`config.mk`:
```
export PLATFORM = sky130hd
export DESIGN_NAME = instr_fetch_unit_flat
export DESIGN_NICKNAME = d
export VERILOG_FILES = /design/src/rtl/instr_fetch_unit_if.sv /design/src/rtl/instr_fetch_unit.sv /design/src/flat_wrapper.sv
export SDC_FILE = /design/constraint.sdc
export NUM_CORES = 1
export LEC_CHECK = 0
export ABC_AREA = 1
export CAP_MARGIN = 0
export CORE_ASPECT_RATIO = 0.5
export CORE_MARGIN = 2
export CORE_UTILIZATION = 40
export DETAILED_ROUTE_END_ITERATION = 8
export DONT_BUFFER_PORTS = 1
export GPL_ROUTABILITY_DRIVEN = 0
export PLACE_DENSITY = 0.6
export SYNTH_ARGS = -nofsm -noshare
export SYNTH_HDL_FRONTEND = slang
export SYNTH_SLANG_ARGS = --single-unit
```
`constraint.sdc`:
```
create_clock -name clk -period 2.5 [get_ports clk]
set_clock_uncertainty 0.15 [all_clocks]
set_input_delay 0.625 -clock clk [delete_from_list [all_inputs] [get_ports clk]]
set_output_delay 0.625 -clock clk [all_outputs]
set_load 0.05 [all_outputs]
```
`src/rtl/instr_fetch_unit_if.sv`:
```
// Fetch-unit bus bundle: instruction-memory request channel plus the decode-side handshake.
// master = fetch unit, slave = memory/processor environment.
interface instr_fetch_unit_if #(
  parameter int unsigned ADDR_W = 8,
  parameter int unsigned DATA_W = 16
);
  logic              mem_req;
  logic [ADDR_W-1:0] mem_addr;
  logic              mem_ack;
  logic [DATA_W-1:0] mem_rdata;
  logic              instr_valid;
  logic [DATA_W-1:0] instr;
  logic [ADDR_W-1:0] instr_pc;
  logic              instr_ready;
  logic              redirect;
  logic [ADDR_W-1:0] redirect_pc;

  modport master (
    output mem_req, mem_addr, instr_valid, instr, instr_pc,
    input  mem_ack, mem_rdata, instr_ready, redirect, redirect_pc
  );

  modport slave (
    input  mem_req, mem_addr, instr_valid, instr, instr_pc,
    output mem_ack, mem_rdata, instr_ready, redirect, redirect_pc
  );
endinterface

```
`src/rtl/instr_fetch_unit.sv`:
```
// Instruction fetch stage: PC, single-outstanding memory reads, show-ahead prefetch FIFO, redirect flush.
// Optional FETCH_PERF_EN adds saturating perf_fetched / perf_stall counters.
module instr_fetch_unit #(
  parameter int unsigned       ADDR_W   = 8,
  parameter int unsigned       DATA_W   = 16,
  parameter int unsigned       DEPTH    = 4,
  parameter logic [ADDR_W-1:0] RESET_PC = '0
) (
  input  logic               clk,
  input  logic               rst,
  instr_fetch_unit_if.master bus
`ifdef FETCH_PERF_EN
  ,
  output logic [15:0]        perf_fetched,
  output logic [15:0]        perf_stall
`endif
);

  localparam int unsigned       PTR_W    = (DEPTH > 1) ? $clog2(DEPTH) : 1;
  localparam int unsigned       CNT_W    = $clog2(DEPTH + 1);
  localparam logic [CNT_W-1:0] FULL_CNT = CNT_W'(DEPTH);

  typedef enum logic [1:0] {
    S_IDLE    = 2'd0,
    S_REQ     = 2'd1,
    S_DISCARD = 2'd2
  } state_e;

  typedef struct packed {
    logic [DATA_W-1:0] data;
    logic [ADDR_W-1:0] pc;
  } entry_t;

  state_e            state_q, state_d;
  logic [ADDR_W-1:0] pc_q, pc_d;
  logic              mem_req_q, mem_req_d;
  logic [ADDR_W-1:0] mem_addr_q, mem_addr_d;
  logic [PTR_W-1:0]  rd_q, rd_d, wr_q, wr_d;
  logic [CNT_W-1:0]  cnt_q, cnt_d, cnt_after;
  logic              valid_q, valid_d;
  entry_t            head_q, head_d, new_entry;
  entry_t            fifo_q [DEPTH];
  logic              push, pop;

  assign bus.mem_req     = mem_req_q;
  assign bus.mem_addr    = mem_addr_q;
  assign bus.instr_valid = valid_q;
  assign bus.instr       = head_q.data;
  assign bus.instr_pc    = head_q.pc;

  // Next-state: redirect flushes everything; otherwise issue/accept/discard per state.
  always_comb begin
    state_d    = state_q;
    pc_d       = pc_q;
    mem_req_d  = mem_req_q;
    mem_addr_d = mem_addr_q;
    rd_d       = rd_q;
    wr_d       = wr_q;
    cnt_d      = cnt_q;
    push       = 1'b0;
    pop        = valid_q & bus.instr_ready;
    new_entry  = '{data: bus.mem_rdata, pc: mem_addr_q};
    cnt_after  = cnt_q + CNT_W'(1) - CNT_W'(pop);

    if (bus.redirect) begin
      rd_d  = '0;
      wr_d  = '0;
      cnt_d = '0;
      pc_d  = bus.redirect_pc;
      case (state_q)
        S_IDLE: begin
          state_d    = S_REQ;
          mem_req_d  = 1'b1;
          mem_addr_d = bus.redirect_pc;
        end
        S_REQ, S_DISCARD: begin
          // An unacked request must be held until its ack, whose data is then dropped.
          if (bus.mem_ack) begin
            state_d    = S_REQ;
            mem_addr_d = bus.redirect_pc;
          end else begin
            state_d = S_DISCARD;
          end
        end
        default: begin
          state_d   = S_IDLE;
          mem_req_d = 1'b0;
        end
      endcase
    end else begin
      if (pop) rd_d = rd_q + PTR_W'(1);
      case (state_q)
        S_IDLE: begin
          if (cnt_q < FULL_CNT) begin
            state_d    = S_REQ;
            mem_req_d  = 1'b1;
            mem_addr_d = pc_q;
          end
        end
        S_REQ: begin
          if (bus.mem_ack) begin
            push = 1'b1;
            wr_d = wr_q + PTR_W'(1);
            pc_d = pc_q + ADDR_W'(1);
            if (cnt_after < FULL_CNT) begin
              mem_addr_d = pc_q + ADDR_W'(1);
            end else begin
              state_d   = S_IDLE;
              mem_req_d = 1'b0;
            end
          end
        end
        S_DISCARD: begin
          if (bus.mem_ack) begin
            state_d    = S_REQ;
            mem_addr_d = pc_q;
          end
        end
        default: begin
          state_d   = S_IDLE;
          mem_req_d = 1'b0;
        end
      endcase
      cnt_d = cnt_q + CNT_W'(push) - CNT_W'(pop);
    end

    // Head register bypasses the incoming word when it lands straight at the read slot.
    valid_d = (cnt_d != '0);
    head_d  = (push && (wr_q == rd_d)) ? new_entry : fifo_q[rd_d];
  end

  always_ff @(posedge clk) begin
    if (rst) begin
      state_q    <= S_IDLE;
      pc_q       <= RESET_PC;
      mem_req_q  <= 1'b0;
      mem_addr_q <= RESET_PC;
      rd_q       <= '0;
      wr_q       <= '0;
      cnt_q      <= '0;
      valid_q    <= 1'b0;
      head_q     <= '0;
    end else begin
      state_q    <= state_d;
      pc_q       <= pc_d;
      mem_req_q  <= mem_req_d;
      mem_addr_q <= mem_addr_d;
      rd_q       <= rd_d;
      wr_q       <= wr_d;
      cnt_q      <= cnt_d;
      valid_q    <= valid_d;
      head_q     <= head_d;
    end
  end

  always_ff @(posedge clk) begin
    if (!rst && push) fifo_q[wr_q] <= new_entry;
  end

`ifdef FETCH_PERF_EN
  logic [15:0] perf_fetched_q, perf_stall_q;

  always_ff @(posedge clk) begin
    if (rst) begin
      perf_fetched_q <= '0;
      perf_stall_q   <= '0;
    end else begin
      if (push && (perf_fetched_q != 16'hFFFF)) perf_fetched_q <= perf_fetched_q + 16'd1;
      if (!valid_q && (perf_stall_q != 16'hFFFF)) perf_stall_q <= perf_stall_q + 16'd1;
    end
  end

  assign perf_fetched = perf_fetched_q;
  assign perf_stall   = perf_stall_q;
`endif

endmodule

```
`src/flat_wrapper.sv`:
```
// flat-port wrapper written by rule: the top's interface ports become plain ports
module instr_fetch_unit_flat 
#(
  parameter int unsigned       ADDR_W   = 8,
  parameter int unsigned       DATA_W   = 16,
  parameter int unsigned       DEPTH    = 4,
  parameter logic [ADDR_W-1:0] RESET_PC = '0
)
  (clk, rst, bus_mem_req, bus_mem_addr, bus_instr_valid, bus_instr, bus_instr_pc, bus_mem_ack, bus_mem_rdata, bus_instr_ready, bus_redirect, bus_redirect_pc);
  instr_fetch_unit_if #(.ADDR_W(ADDR_W), .DATA_W(DATA_W)) bus_i ();
  input  logic clk;
  input  logic rst;
  output wire logic [$bits(bus_i.mem_req)-1:0] bus_mem_req;
  output wire logic [$bits(bus_i.mem_addr)-1:0] bus_mem_addr;
  output wire logic [$bits(bus_i.instr_valid)-1:0] bus_instr_valid;
  output wire logic [$bits(bus_i.instr)-1:0] bus_instr;
  output wire logic [$bits(bus_i.instr_pc)-1:0] bus_instr_pc;
  input wire logic [$bits(bus_i.mem_ack)-1:0] bus_mem_ack;
  input wire logic [$bits(bus_i.mem_rdata)-1:0] bus_mem_rdata;
  input wire logic [$bits(bus_i.instr_ready)-1:0] bus_instr_ready;
  input wire logic [$bits(bus_i.redirect)-1:0] bus_redirect;
  input wire logic [$bits(bus_i.redirect_pc)-1:0] bus_redirect_pc;
  assign bus_mem_req = bus_i.mem_req;
  assign bus_mem_addr = bus_i.mem_addr;
  assign bus_instr_valid = bus_i.instr_valid;
  assign bus_instr = bus_i.instr;
  assign bus_instr_pc = bus_i.instr_pc;
  assign bus_i.mem_ack = bus_mem_ack;
  assign bus_i.mem_rdata = bus_mem_rdata;
  assign bus_i.instr_ready = bus_instr_ready;
  assign bus_i.redirect = bus_redirect;
  assign bus_i.redirect_pc = bus_redirect_pc;
  instr_fetch_unit #(.ADDR_W(ADDR_W), .DATA_W(DATA_W), .DEPTH(DEPTH), .RESET_PC(RESET_PC)) u_core (.clk(clk), .rst(rst), .bus(bus_i));
endmodule
```
==> qor.yml <==
pin_count: 63
totalPowerFinal_w: 0.005892
startpoint_type: "flip-flop"
yosys.area_share.xor_xnor_pct: 0.9546
cts.root.buffer_cell: "clkbuf_16"
grt_max_degree: 64
report.final.hold_viol_count: 0
power.share.sequential_pct: 50.1
rsz0062_at_grt: "no"
cts.clk_slew.worst_paths_ps: 70
finalHoldWorstSlack_ps: 112.9
core-area_um2: 15530
grt_antenna_before_repair: 0
syn2layout_area_growth_pct: 14.46
ys_top_cells_by_area: "edfxtp_1 45%, dfxtp_1 16%, nand2_1 9.9%"
route.detailed.vias_per_inst: 4.882
synth_top_family_by_area: "simple AND/OR/NAND/NOR gates"
area_of_the_die_um2: 17150
static_power_due_to_leakage_nw: 3.071
min_path_type: "input port to flip-flop"
achievable-frequency_mhz: 467.1
synth_warnings: 0
cts_buffers: 17
internal-power_w: 0.004245
worst_path_dominant_cell_family: "simple AND/OR/NAND/NOR gates"
min_period_ps: 2141
num_vias: 4462
combinationalPowerShare_pct: 7.5
area_share_of_the_largest_cell_type_after_synthesis_pct: 44.89
initialDrtViolationCount: 416
max_slew.worst_pin.slew_ps: 774.7
fin_cells: 914
pwr_density_cell_nw_per_um2: 801.6
synth.avg_cell_area_um2: 9.403
synth.cell_area_um2: 6422
worst_ep_arrival_time_ps: 2100
synth.distinct_cells: 30
final_min_period_over_clock_period_pct: 85.64
hpwlAfterDp_um: 8747
finish.net_count: 738
grt_pass1_wl_um: 22800
grt_overflow_total: 0
yosys.area.top_type: "edfxtp_1"
vdd_ir_drop_max_v: 0.0003972
post_cts_repair_resize_count: 0
synth-adder-area-share_pct: 2.455
drtPass1Iterations: 4
cts.sink_count: 147
timing.final.max_slew_violations: 0
worstPathMaxFanout: 15
share_clk_of_total_power_pct: 42.4
buf_inv_on_cp: 3
path_cells: "inv_1, ha_1, nand2_1, nor2_1, inv_1, nor2_2, buf_4"
final-seq-area_um2: 3904
total_grt_usage_pct: 17.44
layout-drive-gt1-share_pct: 9.577
criticalPathCategory: "flip-flop to flip-flop"
synth_compound_gate_area_share_pct: 6.721
timing.max_cap.violations: 0
drc: 0
critical_path.max_stage_delay_ps: 330
synth_nets: 724
port-buffer-count: 0
post_synth_mux_area_share_pct: 0
area_taken_by_multi_input_logic_gates_um2: 2061
die_x_um: 183.2
power.switching_fraction_pct: 27.95
post-place-ws_ps: 292.2
timing.critical_path.mode_cell: "inv_1"
post-route-worst-setup-slack_ps: 358.9
postCtsHoldBufs: 0
setup_total_negative_slack_ps: 0
cts_post_setup_buffers_inserted: 0
mostFrequentLayoutCells: "168 x nand2_1, 111 x nor2_1, 96 x edfxtp_1"
end_kind: "flip-flop"
switchingPower_w: 0.001647
synth-seq-cells: 147
syn-instance-count: 683
placedCellCount: 882
std_cell_rows: 32
synth_simple_gate_area_share_pct: 21.76
layout_commonest_cell: "nand2_1"
tritoncts: "yes"
setup_viol: 0
final_routed_wire_length_divided_by_cell_count_um: 15.10
ctsLongestPathBuffers: 2
ant_nets: 0
crit_required_ps: 2450
drt_wl_total_um: 13800
run_status: "complete, no violations"
cts.htree.levels: 4
start_util_pct: 41.34
fill_cells: 1440
crit_slowest_cell: "dfxtp_1"
clock_insertion_delay_worst_skew_ps: 420
dieHeight_um: 93.60
antenna-diode-count: 0
grt_pass1_vias: 4331
synth_sequential_area_ratio_pct: 60.78
relSlewSlack_pct: 48.36
-- worst paths after layout --
| path | start | end | slack, ps | cells past startpoint |
|---|---|---|---|---|
| worst max-delay path | u_core.state_q[1]$_SDFFE_PP0P_ | u_core.fifo_q[1][2]$_DFFE_PP_ | 360 | 7 |
| worst min-delay path | rst | u_core.bus.mem_req$_SDFFE_PP0P_ | 110 | 1 |
| worst max register to register | u_core.state_q[1]$_SDFFE_PP0P_ | u_core.fifo_q[1][2]$_DFFE_PP_ | 360 | 7 |
| worst min register to register | u_core.state_q[1]$_SDFFE_PP0P_ | u_core.state_q[1]$_SDFFE_PP0P_ | 340 | 2 |
-- final cells by class --
| type | count | area share [%] |
|---|---|---|
| multi-input cells | 426 | 28.03 |
| flip-flops and latches | 147 | 53.11 |
| inverters | 84 | 4.289 |
| repair buffers | 21 | 3.336 |
| well taps | 204 | 3.472 |
| clock buffers | 18 | 5.838 |
| clock inverters | 14 | 1.923 |
-- logic make-up after synthesis --
kind of cell	Yosys count
and+or+nand+nor	334
DFF	147
adders and majority gates	12
AOI/OAI and AO/OA	73
xor gates and xnor gates	7
buffers and inverters	110
-- power groups by stage --
| stage | sequential [W] | combinational [W] | clock, W |
|---|---|---|---|
| after floorplan | 0.00299 | 0.000310 | 0 |
| after global placement | 0.00301 | 0.000430 | 0 |
| after detailed placement | 0.00301 | 0.000438 | 0 |
| after CTS | 0.00296 | 0.000441 | 0.00253 |
| after global routing | 0.00296 | 0.000509 | 0.00265 |
| final | 0.00295 | 0.000441 | 0.00250 |
-- synth_stat cells --
| cell | n |
|---|---|
| o21ai_1 | 12 |
| or2_2 | 1 |
| edfxtp_1 | 96 |
| nand4_1 | 18 |
| ha_1 | 11 |
| buf_6 | 5 |
| a21oi_1 | 10 |
| nand3_2 | 1 |
| clkbuf_1 | 5 |
| a211oi_1 | 1 |
| inv_2 | 2 |
| xnor2_1 | 2 |
| buf_2 | 13 |
| xor2_1 | 5 |
| nand3_4 | 3 |
| nor2_1 | 115 |
| nand3_1 | 21 |
| a31oi_1 | 7 |
| nand2_4 | 1 |
| nor2_4 | 1 |
| o21ai_0 | 21 |
| buf_1 | 2 |
| buf_4 | 1 |
| nor3_1 | 2 |
| nand2_1 | 169 |
| nand2_2 | 2 |
| o211ai_1 | 22 |
| dfxtp_1 | 51 |
| fa_1 | 1 |
| inv_1 | 82 |
-- state kept, by name, summed over array words and instances, names as in the netlist --
signal,flops
u_core.rd_q,2
u_core.bus.mem_addr,8
u_core.state_q,2
u_core.bus.instr,16
u_core.bus.instr_pc,8
u_core.bus.instr_valid,1
u_core.pc_q,8
u_core.wr_q,2
u_core.fifo_q,96
u_core.cnt_q,3
u_core.bus.mem_req,1
-- metal layers --
layer	global-route usage, %	vias to the layer above	share of wire [%]	routed length (um)
met5	0	-	0	0
met4	5.467	0	1.1	155
met3	4.206	17	5.6	772
met2	26.55	103	43	6001
met1	24.64	2078	50	6869
li1	-	2264	-	-
-- stage by stage --
| stage | utilization, % | instance area (um^2) |
|---|---|---|
| 6_report | 47.32 | 7351 |
| 5_1_grt | 47.32 | 7351 |
| 4_1_cts | 47.30 | 7348 |
| 3_5_place_dp | 43.63 | 6778 |
| 3_3_place_gp | 43.63 | 6778 |
| 2_1_floorplan | - | 6422 |
-- worst register-to-register path: cells and delay by family, from the launching register on --
| kind | cells | cell delay (ps) |
|---|---|---|
| buffers and inverters | 3 | 520 |
| adders and majority gates | 1 | 250 |
| DFF | 1 | 330 |
| and+or+nand+nor | 3 | 580 |
No activity file was read; power rests on OpenSTA's default activity.
